===== src/rtl/mux_sincrono_pkg.sv =====
// mux_sincrono_pkg: mode encodings and channel index wrap shared by the selector and its arbiter.
package mux_sincrono_pkg;
    localparam logic MODE_FIXED = 1'b0;
    localparam logic MODE_SCAN  = 1'b1;

    function automatic int unsigned wrap_inc(input int unsigned k, input int unsigned n);
        return (k == n - 1) ? 0 : k + 1;
    endfunction
endpackage


===== src/rtl/mux_sincrono_param_arbitro_rr.sv =====
// arbitro_rr: picks the channel to capture, either the fixed selector or a round-robin scan after rLast.
module arbitro_rr
    import mux_sincrono_pkg::*;
#(
    parameter int CHANNELS = 4,
    parameter int SEL_W    = $clog2(CHANNELS)
) (
    input  logic [CHANNELS-1:0] iValid,
    input  logic [SEL_W-1:0]    rLast,
    input  logic                iMode,
    input  logic [SEL_W-1:0]    iSelector,
    output logic                oGrant,
    output logic [SEL_W-1:0]    oIndex
);
    localparam int SEL_N = 1 << SEL_W;

    logic [SEL_N-1:0] valid_ext;
    logic             scan_gnt;
    logic [SEL_W-1:0] scan_idx;
    logic [SEL_W-1:0] cand;
    int unsigned      k;

    assign valid_ext = SEL_N'(iValid);

    // Walk last+1 .. last (wrapping modulo CHANNELS); the first valid channel wins.
    always_comb begin
        scan_gnt = 1'b0;
        scan_idx = '0;
        cand     = '0;
        k        = int'(rLast);
        for (int i = 0; i < CHANNELS; i++) begin
            k    = wrap_inc(k, CHANNELS);
            cand = SEL_W'(k);
            if (!scan_gnt && valid_ext[cand]) begin
                scan_gnt = 1'b1;
                scan_idx = cand;
            end
        end
    end

    always_comb begin
        oGrant = (iMode == MODE_SCAN) ? scan_gnt
                                      : (int'(iSelector) < CHANNELS) && valid_ext[iSelector];
        oIndex = (iMode == MODE_SCAN) ? scan_idx : iSelector;
    end
endmodule


===== src/rtl/mux_sincrono_param.sv =====
// mux_sincrono_param: registered CHANNELS:1 word selector with valid/ready output and per-channel ack.
module mux_sincrono_param #(
    parameter int DATA_W   = 8,
    parameter int CHANNELS = 4,
    parameter int SEL_W    = $clog2(CHANNELS)
) (
    input  logic                       iClock,
    input  logic                       iReset,
    input  logic [CHANNELS*DATA_W-1:0] iData,
    input  logic [CHANNELS-1:0]        iValid,
    input  logic [SEL_W-1:0]           iSelector,
    input  logic                       iMode,
    input  logic                       iReady,
    output logic [DATA_W-1:0]          oData,
    output logic                       oValid,
    output logic [SEL_W-1:0]           oChannel,
    output logic [CHANNELS-1:0]        oAck
);
    logic                grant;
    logic [SEL_W-1:0]    grant_idx;
    logic                cap_en;
    logic                take;
    logic [DATA_W-1:0]   data_q, data_d;
    logic                valid_q, valid_d;
    logic [SEL_W-1:0]    chan_q, chan_d;
    logic [SEL_W-1:0]    last_q, last_d;
    logic [CHANNELS-1:0] ack_q, ack_d;

    arbitro_rr #(.CHANNELS(CHANNELS), .SEL_W(SEL_W)) u_arb (
        .iValid    (iValid),
        .rLast     (last_q),
        .iMode     (iMode),
        .iSelector (iSelector),
        .oGrant    (grant),
        .oIndex    (grant_idx)
    );

    // Capture when empty or draining; an empty capture clears oValid but keeps data/channel/pointer.
    always_comb begin
        cap_en  = !valid_q || iReady;
        take    = cap_en && grant;
        data_d  = take ? iData[grant_idx*DATA_W +: DATA_W] : data_q;
        chan_d  = take ? grant_idx : chan_q;
        last_d  = take ? grant_idx : last_q;
        valid_d = cap_en ? grant : valid_q;
        ack_d   = take ? CHANNELS'(1) << grant_idx : '0;
    end

    always_ff @(posedge iClock) begin
        if (iReset) begin
            data_q  <= '0;
            valid_q <= 1'b0;
            chan_q  <= '0;
            last_q  <= '0;
            ack_q   <= '0;
        end else begin
            data_q  <= data_d;
            valid_q <= valid_d;
            chan_q  <= chan_d;
            last_q  <= last_d;
            ack_q   <= ack_d;
        end
    end

    assign oData    = data_q;
    assign oValid   = valid_q;
    assign oChannel = chan_q;
    assign oAck     = ack_q;
endmodule

===== config.mk =====
export PLATFORM = sky130hd
export DESIGN_NAME = mux_sincrono_param
export DESIGN_NICKNAME = d
export VERILOG_FILES = /design/src/rtl/mux_sincrono_pkg.sv /design/src/rtl/mux_sincrono_param_arbitro_rr.sv /design/src/rtl/mux_sincrono_param.sv
export SDC_FILE = /design/constraint.sdc
export NUM_CORES = 1
export LEC_CHECK = 0
export ABC_AREA = 1
export CORE_MARGIN = 3
export CORE_UTILIZATION = 42
export CTS_CLUSTER_DIAMETER = 80
export DETAILED_ROUTE_END_ITERATION = 10
export PLACE_DENSITY = 0.83
export SYNTH_ARGS = -nofsm -noshare
export SYNTH_HDL_FRONTEND = slang
export SYNTH_SLANG_ARGS = --single-unit

===== constraint.sdc =====
create_clock -name iClock -period 6.2 [get_ports iClock]
set_input_delay 1.24 -clock iClock [delete_from_list [all_inputs] [get_ports iClock]]
set_output_delay 1.24 -clock iClock [all_outputs]
set_load 0.01 [all_outputs]

==> key figures <==
Status
  • Status: completed

Global route
  • Initial antenna violation count: 0
  • Global route hottest layer: met2
  • M2 GR Usage: 31.23%
  • Total GRT Usage: 20.00%
  • M1 GR Usage: 29.01%
  • Vias in the first global route: 1,253
  • Met3 Track Usage GR: 3.070%
  • Gr ovfl total: 0
  • First-pass GRT wire length: 5.540 mm
  • Largest net degree at the start of global routing: 21

Drt
  • Routed length per instance: 12.03 um
  • DRT iter0 DRCs: 62
  • Vias per cell: 5.251
  • Post-route DRC: 0
  • Drt first pass iters: 4
  • Routed WL: 3.307 mm
  • Total vias in the final route: 1,444
  • Final ANT Viol Nets: 0

CTS
  • Worst-skew pair later-pin latency: 0.29 ns
  • CTS Sinks: 15
  • Clock Tree Root: clkbuf_4
  • CTS tree: done
  • Clock Pin Slew Worst Setup and Hold Paths: 0.11 ns
  • Post-CTS sizing: 0
  • Clock Path Buffers: 2
  • H-tree levels: 1
  • Total CTS buffers: 3
  • Number of setup buffers added after CTS: 0
  • Hold buffer count at CTS: 0

Floorplan
  • Die Area: 0.003462 mm^2
  • Die X: 58.84 um
  • Core region area: 0.002567 mm^2
  • Vert. Die Dim: 58.84 um
  • Initial Util: 45.66%
  • Row count: 18
  • Num ports: 57

Hold path
  • Hold_sp: oData[1]$_SDFFE_PP0P_
  • Hold endpoint: oData[1]$_SDFFE_PP0P_
  • Worst Hold Path Cells: 2
  • Worst min path class: reg2reg

Place
  • Post-Place Cell Area: 0.001708 mm^2
  • Post-DP HPWL: 2.692 mm
  • DP Worst Slack: 2.831 ns
  • Final Wtd Congestion: 0.9463
  • Port Buffer Count: 56

STA
  • F_max: 323.8 MHz
  • Tcrit/Tclk final: 49.81%
  • Final hold slack: 0.4574 ns
  • Setup slack after layout: 3.112 ns
  • Measured slew at the worst slew-check pin: 0.4730 ns
  • Setup TNS: 0 ns
  • Final setup vio count: 0
  • Max Slew Vio Count: 0
  • Minimum clock period: 3.088 ns
  • Clock skew: 0.01100 ns
  • Hold Vio Cnt, Final: 0
  • Slew HR: 68.43%
  • RSZ-0062 raised after global routing: no

Critical path
  • Largest fanout on the critical path: 20
  • End of the worst register-to-register path: oData[2]$_SDFFE_PP0P_
  • Cell mode on critical path: nand2_1
  • Arr. time, crit path: 3.27 ns
  • Worst path slowest cell: clkdlybuf4s50_1
  • CP Capture Type: flip-flop
  • Crit path launch: iValid[3]
  • Worst-path cell chain: clkdlybuf4s50_1 > inv_1 > o21ai_0 > nand2_2 > nand2_1 > nand2_2 > nand2_1 > nand2_2 > nor2_1 > nand2_1 > nand2_2 > nand2_4 > nand2_1 > nand3_1 > nand3_1 > nand2_1
  • Reg2reg start: last_q[0]$_SDFFE_PP0P_
  • Critical path's top delay family: simple AND/OR/NAND/NOR gates
  • CP required: 6.39 ns
  • Internal reg-to-reg setup slack: 3.66 ns
  • R2R depth: 15
  • CP max stage delay: 0.48 ns
  • Critical setup path kind: in2reg
  • Startpoint class of the critical path: input port
  • WP buf/inv: 2

Flow run
  • Number of max-cap violations: 0

Power and ir drop
  • Reg power frac: 27.4%
  • Switch Pwr: 0.0002020 W
  • Power per Cell Area: 262.0 mW/mm^2
  • Power share of the clock group: 12.9%
  • Switching share of power: 44.43%
  • P_int: 0.0002527 W
  • Max VDD drop: 0.1934 mV
  • Gate power share: 59.7%
  • P_leak: 0.8022 nW
  • Total power: 0.0004547 W

Final layout
  • Most frequent cells in the layout: nand2_1, clkdlybuf4s50_1, nand3_1
  • Post-layout net count: 289
  • Syn-to-layout area delta: 48.03%
  • # fillers: 245
  • Finished Cell Area: 0.001735 mm^2
  • Layout cells sized above 1: 10.61%
  • Commonest non-fill, non-tap cell in the layout: nand2_1
  • Antenna Cells: 0

Synth
  • Avg Inst Size Synth: 6.138 um^2
  • Synth Instances: 191
  • Post-synthesis cell area: 0.001172 mm^2
  • Netlist cell types: 24
  • Sequential-to-total area share from yosys stat: 25.61%
  • Synth Warn #: 0
  • Flops & latches, synth: 15
  • Syn_nets: 234
-- synth_stat cells --
master,n,share of area (%)
nand2_4,2,1.9
dfxtp_1,15,26
buf_4,2,1.3
a21oi_1,3,1.3
or2_2,1,0.53
nor3_1,2,0.85
a21oi_4,1,1.4
buf_6,3,2.9
inv_2,4,1.3
nand4_1,2,1.1
clkbuf_8,1,1.2
nor2_2,1,0.53
o21ai_0,6,2.6
nor2_4,1,0.96
nor2_1,9,2.9
inv_1,12,3.8
nand2_1,66,21
nand3_1,46,20
o21ai_2,1,0.75
nand2_2,8,4.3
nand3_2,2,1.7
a21oi_2,1,0.75
ha_1,1,1.1
nand3b_1,1,0.64
-- worst register-to-register path, cell delays in order (launching register included) --
cell and delay [ns]:
dfxtp_1 0.51, ha_1 0.37, inv_2 0.16, nand2_1 0.08, nand2_2 0.09, nand2_1 0.06, nand2_2 0.11, nand2_1 0.08
nand2_2 0.06, a21oi_1 0.07, nand2_2 0.28, nand2_4 0.21, nand2_1 0.11, nand3_1 0.09, nand3_1 0.11, nand2_1 0.05
-- cells by family after synthesis --
kind of cell | synth area share, %
adder cells (fa/ha/maj) | 1.067
flip-flops | 25.61
AO/OA/AOI/OAI | 6.724
buffers and inverters | 10.46
AND/OR/NAND/NOR | 56.14
-- metal layers --
layer / wire length [um] / vias up
met5: 0 / -
met4: 25 / 0
met3: 206 / 2
met2: 1557 / 55
met1: 1517 / 656
li1: - / 731
-- area by class of cell --
type	count	area, um^2	area share [%]
inverter	16	60.06	3.461
sequential	15	300.3	17.30
timing repair buffer	56	560.5	32.30
tap	30	37.54	2.163
clock buffer	3	22.52	1.298
clock inverter	1	5.005	0.2884
multi-input combinational	154	749.5	43.19
-- power by group through the flow --
stage | sequential (W) | combinational [W] | clock, W
detailed placement | 0.000127 | 0.000269 | 0
CTS | 0.000125 | 0.000269 | 0.0000595
finish | 0.000125 | 0.000271 | 0.0000588
floorplan | 0.000134 | 0.000182 | 0
global route | 0.000127 | 0.000302 | 0.0000648
global placement | 0.000127 | 0.000267 | 0
-- flip-flops by register name, indices dropped and copies added, names as in the netlist --
signal,flops
oValid,1
oData,8
oAck,4
last_q,2
-- how the worst max path moves through the flow --
stage,to,slack (ns),cells past startpoint
finish,oData[2]$_SDFFE_PP0P_,3.11,16
global route,oData[5]$_SDFFE_PP0P_,2.84,16
CTS,oData[2]$_SDFFE_PP0P_,3.14,16
detailed placement,oData[2]$_SDFFE_PP0P_,2.83,16
global placement,oData[2]$_SDFFE_PP0P_,2.90,16
floorplan,oData[5]$_SDFFE_PP0P_,3.70,14
-- per-stage QoR --
stage                     utilization, %  instances
after floorplan                        -        191
after global placement             66.52        271
after detailed placement           66.52        271
after CTS                          67.59        275
after global routing               67.59        275
final                              67.59        275
Power figures use the tool's default switching activity.
